===== config.mk =====
export PLATFORM = sky130hd
export DESIGN_NAME = sp_ram_req_arb
export DESIGN_NICKNAME = d
export VERILOG_FILES = /design/src/rtl/sp_ram_arb_pkg.sv /design/src/rtl/sp_ram_rsp_pipe.sv /design/src/rtl/sp_ram_req_arb.sv
export SDC_FILE = /design/constraint.sdc
export NUM_CORES = 1
export LEC_CHECK = 0
export CORE_AREA = 2 2 102 104
export CTS_CLUSTER_SIZE = 14
export DETAILED_ROUTE_END_ITERATION = 16
export DIE_AREA = 0 0 104 106
export MAX_ROUTING_LAYER = met4
export PLACE_DENSITY = 0.6
export SLEW_MARGIN = 20
export SYNTH_ARGS = -nofsm -noshare
export SYNTH_HDL_FRONTEND = slang
export SYNTH_SLANG_ARGS = --single-unit

===== constraint.sdc =====
create_clock -name clk -period 2.83 [get_ports clk]
set_clock_uncertainty 0.1 [all_clocks]
set_input_delay 0.4245 -clock clk [delete_from_list [all_inputs] [get_ports clk]]
set_output_delay 0.4245 -clock clk [all_outputs]
set_load 0.01 [all_outputs]

===== src/rtl/sp_ram_arb_pkg.sv =====
// Shared types and limits for the single-port RAM request arbiter.
package sp_ram_arb_pkg;

    // Master identity; also the value stored in a response tag.
    typedef enum logic {
        PORT_CORE = 1'b0,
        PORT_AXI  = 1'b1
    } arb_port_e;

    // One in-flight response slot.
    typedef struct packed {
        logic      valid;
        arb_port_e port;
    } rsp_tag_t;

    // Deepest RAM read latency the response pipeline supports.
    localparam int MAX_RD_LATENCY = 4;

endpackage


===== src/rtl/sp_ram_rsp_pipe.sv =====
// Response tag delay line: a tag pushed in cycle t appears on tag_o during
// cycle t+DEPTH. Synchronous active-low clear drops every in-flight tag.
module sp_ram_rsp_pipe
    import sp_ram_arb_pkg::*;
#(
    parameter int DEPTH = 2
) (
    input  logic     clk,
    input  logic     rstn_i,
    input  rsp_tag_t tag_i,
    output rsp_tag_t tag_o
);

    rsp_tag_t pipe_q [DEPTH];
    rsp_tag_t pipe_d [DEPTH];

    // Shift every stage down by one; stage 0 takes the new tag.
    always_comb begin
        pipe_d[0] = tag_i;
        for (int i = 1; i < DEPTH; i++) begin
            pipe_d[i] = pipe_q[i-1];
        end
    end

    // Stage registers with synchronous clear.
    always_ff @(posedge clk) begin
        for (int i = 0; i < DEPTH; i++) begin
            if (!rstn_i) begin
                pipe_q[i] <= '0;
            end else begin
                pipe_q[i] <= pipe_d[i];
            end
        end
    end

    assign tag_o = pipe_q[DEPTH-1];

endmodule


===== src/rtl/sp_ram_req_arb.sv =====
// Two-master request arbiter and response router in front of sp_ram_wrap.
// Port 0 is the core data port, port 1 the AXI/debug port.
// Build option: SP_RAM_ARB_RR_EN selects round-robin arbitration; when it is
// undefined port 0 always wins and no pointer register exists.
module sp_ram_req_arb
    import sp_ram_arb_pkg::*;
#(
    parameter int          ADDR_WIDTH = 15,
    parameter int          DATA_WIDTH = 32,
    parameter int          RD_LATENCY = 2,
    parameter int unsigned ACC_BASE   = 'h400,
    parameter int unsigned ACC_LAST   = 'hBFF
) (
    input  logic                    clk,
    input  logic                    rstn_i,

    input  logic                    p0_req_i,
    input  logic                    p0_we_i,
    input  logic [DATA_WIDTH/8-1:0] p0_be_i,
    input  logic [ADDR_WIDTH-1:0]   p0_addr_i,
    input  logic [DATA_WIDTH-1:0]   p0_wdata_i,
    output logic                    p0_gnt_o,
    output logic                    p0_rvalid_o,
    output logic [DATA_WIDTH-1:0]   p0_rdata_o,

    input  logic                    p1_req_i,
    input  logic                    p1_we_i,
    input  logic [DATA_WIDTH/8-1:0] p1_be_i,
    input  logic [ADDR_WIDTH-1:0]   p1_addr_i,
    input  logic [DATA_WIDTH-1:0]   p1_wdata_i,
    output logic                    p1_gnt_o,
    output logic                    p1_rvalid_o,
    output logic [DATA_WIDTH-1:0]   p1_rdata_o,

    output logic                    ram_en_o,
    output logic                    ram_we_o,
    output logic [DATA_WIDTH/8-1:0] ram_be_o,
    output logic [ADDR_WIDTH-1:0]   ram_addr_o,
    output logic [DATA_WIDTH-1:0]   ram_wdata_o,
    output logic                    ram_bypass_en_o,
    input  logic [DATA_WIDTH-1:0]   ram_rdata_i
);

    localparam logic [ADDR_WIDTH-1:0] ACC_BASE_A = ACC_BASE[ADDR_WIDTH-1:0];
    localparam logic [ADDR_WIDTH-1:0] ACC_LAST_A = ACC_LAST[ADDR_WIDTH-1:0];

    logic     gnt0;
    logic     gnt1;
    rsp_tag_t tag_push;
    rsp_tag_t tag_out;

`ifdef SP_RAM_ARB_RR_EN
    // ptr_q names the port that wins the next two-way contention.
    arb_port_e ptr_q;
    arb_port_e ptr_d;

    // Hand the pointer to the loser whenever both ports competed.
    always_comb begin
        ptr_d = ptr_q;
        if (p0_req_i && p1_req_i) begin
            ptr_d = gnt0 ? PORT_AXI : PORT_CORE;
        end
    end

    // Pointer register; reset favours the core port.
    always_ff @(posedge clk) begin
        if (!rstn_i) begin
            ptr_q <= PORT_CORE;
        end else begin
            ptr_q <= ptr_d;
        end
    end

    // Round-robin grant; a lone requester always wins. Nothing is granted in reset.
    always_comb begin
        gnt0 = 1'b0;
        gnt1 = 1'b0;
        if (rstn_i) begin
            if (p0_req_i && p1_req_i) begin
                gnt0 = (ptr_q == PORT_CORE);
                gnt1 = (ptr_q == PORT_AXI);
            end else begin
                gnt0 = p0_req_i;
                gnt1 = p1_req_i;
            end
        end
    end
`else
    // Fixed priority grant: the core port always wins. Nothing is granted in reset.
    always_comb begin
        gnt0 = 1'b0;
        gnt1 = 1'b0;
        if (rstn_i) begin
            gnt0 = p0_req_i;
            gnt1 = p1_req_i && !p0_req_i;
        end
    end
`endif

    assign p0_gnt_o = gnt0;
    assign p1_gnt_o = gnt1;

    // Steer the granted port onto the RAM request; all zero when idle.
    always_comb begin
        ram_en_o    = 1'b0;
        ram_we_o    = 1'b0;
        ram_be_o    = '0;
        ram_addr_o  = '0;
        ram_wdata_o = '0;
        if (gnt0) begin
            ram_en_o    = 1'b1;
            ram_we_o    = p0_we_i;
            ram_be_o    = p0_be_i;
            ram_addr_o  = p0_addr_i;
            ram_wdata_o = p0_wdata_i;
        end else if (gnt1) begin
            ram_en_o    = 1'b1;
            ram_we_o    = p1_we_i;
            ram_be_o    = p1_be_i;
            ram_addr_o  = p1_addr_i;
            ram_wdata_o = p1_wdata_i;
        end
    end

    // Accelerator window hit, inclusive at both ends, only for a live request.
    always_comb begin
        ram_bypass_en_o = ram_en_o
                          && (ram_addr_o >= ACC_BASE_A)
                          && (ram_addr_o <= ACC_LAST_A);
    end

    // Every grant, read or write, launches one response tag.
    always_comb begin
        tag_push.valid = gnt0 || gnt1;
        tag_push.port  = gnt1 ? PORT_AXI : PORT_CORE;
    end

    sp_ram_rsp_pipe #(
        .DEPTH (RD_LATENCY)
    ) u_rsp_pipe (
        .clk    (clk),
        .rstn_i (rstn_i),
        .tag_i  (tag_push),
        .tag_o  (tag_out)
    );

    // Route the emerging tag to its master; read data is shared and qualified by rvalid.
    always_comb begin
        p0_rvalid_o = tag_out.valid && (tag_out.port == PORT_CORE);
        p1_rvalid_o = tag_out.valid && (tag_out.port == PORT_AXI);
        p0_rdata_o  = ram_rdata_i;
        p1_rdata_o  = ram_rdata_i;
    end

endmodule


==> results.md <==
Critical path:
- The dominant cell type by count on the critical path is sky130_fd_sc_hd__clkdlybuf4s50_1.
- The minimum setup slack among reg-to-reg paths is 2200 ps.
- Data arrives at the worst endpoint at 2220 ps.
- Along the worst path, the maximum fanout reaches 8.
- The critical path is of the primary input to primary output type.
- The critical path buffer and inverter count is 3.
- The type of element capturing the critical path is a primary output.
- The slowest library cell on the worst path is sky130_fd_sc_hd__clkdlybuf4s50_1.
- In this design, the largest share of critical-path delay is due to buffers and inverters.
- The largest single stage delay on the critical path is 530 ps.
- The startpoint class of the critical path is a primary input.
- The origin of the critical flop-to-flop path is u_rsp_pipe.pipe_q[0][0]$_SDFF_PN0_.
- The required time at the worst-slack endpoint is 2310 ps.
- In this run the critical register-to-register path is captured at u_rsp_pipe.pipe_q[1][0]$_SDFF_PN0_.
- The signal on the critical path passes through clkdlybuf4s50_1, nor2b_4, and2_4, buf_4, a22o_1, clkdlybuf4s50_1.
- Measured in cells, the most critical reg-to-reg path has a length of 1.

Clocking:
- The tree built by TritonCTS fans out to 4 sinks.
- The post-cts hold buffer count is 0.
- Once the clock tree was built, the resizer swapped 0 gates to a different size.
- The clock passes through at most 2 buffers.
- TritonCTS built the clock tree.
- Counting the buffers created by CTS gives 3.
- The clock root buffer master is sky130_fd_sc_hd__clkbuf_8.
- The deepest level of the CTS H-tree is 1.
- Clock-pin slew was measured on the worst setup and hold paths at 30 ps.
- The buffer count from post-CTS setup fixing is 0.
- For the worst-skew pair, the clock arrives at the later sink with an insertion delay of 210 ps.

Die:
- The starting density of the core is 12.8%.
- The top-level I/O count is 262.
- The floorplan step defined a core boundary enclosing 10000 um^2.
- The floorplan die area is 11000 um^2.
- In this run the core area contains 37 standard-cell rows.
- The vertical die dimension is 106 um.
- The horizontal extent of the die is 104 um.

Pwr:
- The areal power density over the cells is 205 nW/um^2.
- The static leakage is 0.00101 uW.
- The overall power consumption is 546 uW.
- The worst-case IR drop observed on VDD is 0.104 mV.

Drt:
- After detailed routing, the number of vias per cell comes to 3.85.
- The count of nets left with antenna violations once routing finished came out at 0.
- Across all layers, the routed design uses 1517 vias.
- Summed over all layers, the routed wires come to 5870 um.
- The length of the first detailed-routing pass in iterations is 4.
- The number of remaining DRC errors is 0.
- After detailed routing, the average wire length per cell comes to 14.9 um.
- After the first detailed-routing iteration, the DRC count stood at 50.

Synth:
- The count of synthesis-stage warnings from yosys is 0.
- The number of nets produced by synthesis is 299.
- For this run, the leading register cell type out of synthesis is sky130_fd_sc_hd__dfxtp_1.
- The synthesized netlist occupies a cell area of 1280 um^2.
- After synthesis, flip-flops and latches occupy 6.25% of the total area.
- The number of distinct library cells after synthesis is 17.
- The count of flip-flops with a built-in enable after synthesis is 0.
- The cell count after synthesis is 159.
- The fraction of registers with async set or reset after synthesis is 0%.
- Each instance of the synthesized netlist takes up on average 8.06 um^2.
- The number of flip-flops and latches in the synthesized netlist is 4.

Timing:
- In this run the tightest slew margin relative to its limit is 87.4%.
- Subtracting the final worst setup slack from the clock period gives 2750 ps.
- The count of final max-slew check failures is 0.
- The final-report hold violation count is 0.
- Hold is met by 328 ps.
- Setup violations remaining at the end of the flow were counted as 0.
- The sum of negative setup slack is 0 ps.
- Of the available clock period, the critical path in the final layout requires 97.1%.
- The transition time at the pin with the least slew margin is 188 ps.
- Setup repair after global routing left no endpoint under its margin.
- Static timing analysis puts the maximum clock frequency at 364 MHz.

Finish:
- The number of fill cells in the layout is 1096.
- The post-route core utilization is 26.6%.
- The largest registers in the layout are u_rsp_pipe.pipe_q (4).
- The flip-flop count of the largest register, all copies and words added is 4.
- After routing the design area is 2660 um^2.
- The count of antenna diodes in the layout is 0.
- The ratio of cells with drive above 1 in the final layout is 5.81%.
- The area growth from synthesis to final layout is 107%.
- The register with the most flip-flops is u_rsp_pipe.pipe_q.
- The number of nets in the layout is 400.

Hold path:
- The startpoint of the tightest hold check path is u_rsp_pipe.pipe_q[0][1]$_SDFF_PN0_.
- The number of cells traversed by the worst hold path is 1.
- The path class of the tightest hold or removal check is flop to flop.
- The terminating pin of the worst hold path is u_rsp_pipe.pipe_q[1][1]$_SDFF_PN0_.

Placement:
- Input and output buffers added on the ports amount to 165.
- At the end of routability-driven placement, the weighted congestion stood at 0.766.
- In this run the cell area measured after placement is 2580 um^2.
- Summed over all nets, the half-perimeter wirelength after detailed placement is 4970 um.

Global route:
- The via count of the first global-routing pass is 1621.
- Entering global routing, the biggest net connects 40 pins.
- Global routing finished with a remaining overflow of 0.
- The number of antenna violations at the first check in global routing was 0.
- Across every metal layer, demand over resource in global routing totals 10.1%.
- The global-route wire length before repair is 8560 um.

Run:
- The tool flagged a number of max-cap violations equal to 0.

Status:
- The flow ran to the end, and the final reports show no timing, DRC or antenna violations.
Yosys cell counts (2+ instances only):
| cell type | number | share of area, % |
|---|---|---|
| sky130_fd_sc_hd__and2_1 | 9 | 4.4 |
| sky130_fd_sc_hd__a32o_1 | 2 | 1.6 |
| sky130_fd_sc_hd__dfxtp_1 | 4 | 6.3 |
| sky130_fd_sc_hd__buf_2 | 2 | 0.78 |
| sky130_fd_sc_hd__o21ai_0 | 3 | 1.2 |
| sky130_fd_sc_hd__buf_4 | 67 | 39 |
| sky130_fd_sc_hd__clkbuf_1 | 3 | 0.88 |
| sky130_fd_sc_hd__o21a_1 | 2 | 1.2 |
| sky130_fd_sc_hd__buf_12 | 2 | 3.1 |
| sky130_fd_sc_hd__nand2_1 | 8 | 2.3 |
| sky130_fd_sc_hd__buf_6 | 4 | 3.5 |
| sky130_fd_sc_hd__nor3_1 | 2 | 0.78 |
| sky130_fd_sc_hd__a22o_1 | 47 | 32 |
power by group:
part	internal (uW)	switching (uW)	total, uW
clock	90.5	27.1	118
sequential	59.5	0.667	60.1
combinational	257	111	368
total	407	139	546
final cells by class:
| type | count | area [um^2] | area share [%] |
|---|---|---|---|
| repair buffers | 174 | 1770 | 66.6 |
| multi-input cells | 77 | 596 | 22.4 |
| well taps | 136 | 170 | 6.40 |
| flip-flops and latches | 4 | 80.1 | 3.01 |
| clock buffers | 3 | 41.3 | 1.55 |
how the worst max path moves through the flow:
stage | startpoint | end | slack [ps] | cells past startpoint
after floorplan | p0_req_i | ram_bypass_en_o | 880 | 6
after global placement | p0_req_i | ram_bypass_en_o | 30 | 6
after detailed placement | rstn_i | ram_wdata_o[8] | 30 | 6
after CTS | rstn_i | ram_we_o | 20 | 6
after global routing | rstn_i | ram_wdata_o[15] | 3 | 6
final | rstn_i | ram_wdata_o[15] | 80 | 6
metal layers:
layer | global-route usage [%] | share of wire (%) | routed length (um)
met5 | - | 0 | 0
met3 | 4.17 | 12 | 688
met1 | 8.01 | 30 | 1780
met4 | 4.15 | 3.0 | 174
met2 | 20.1 | 55 | 3230
cells by family after synthesis:
logic type      share of synthesized area, %
buf+inv                                 47.6
flops                                   6.25
compound gates                          36.4
simple gates                            9.08
xor+xnor                               0.684
placed cells by master (no fill, tap or decap):
cell type	synthesis	final
sky130_fd_sc_hd__a21oi_1	1	1
sky130_fd_sc_hd__a22o_1	47	47
sky130_fd_sc_hd__a32o_1	2	2
sky130_fd_sc_hd__and2_1	9	7
sky130_fd_sc_hd__and2_2	0	1
sky130_fd_sc_hd__and2_4	0	1
sky130_fd_sc_hd__buf_12	2	2
sky130_fd_sc_hd__buf_4	67	5
sky130_fd_sc_hd__buf_6	4	1
sky130_fd_sc_hd__clkbuf_16	0	1
sky130_fd_sc_hd__clkbuf_8	0	3
sky130_fd_sc_hd__clkdlybuf4s50_1	0	163
sky130_fd_sc_hd__dfxtp_1	4	4
sky130_fd_sc_hd__dlymetal6s2s_1	0	2
sky130_fd_sc_hd__nand2_1	8	8
sky130_fd_sc_hd__nor2b_1	1	1
sky130_fd_sc_hd__nor2b_4	1	1
sky130_fd_sc_hd__nor3_1	2	2
sky130_fd_sc_hd__o21a_1	2	2
sky130_fd_sc_hd__o21ai_0	3	3
sky130_fd_sc_hd__xnor2_1	1	1
metrics by stage:
step,cells,setup slack (ps)
after floorplan,159,885
after global placement,390,35.0
after detailed placement,390,29.9
after CTS,393,20.4
after global routing,394,2.93
final,394,81.6
Note: power is estimated with default switching activity, not from simulation.
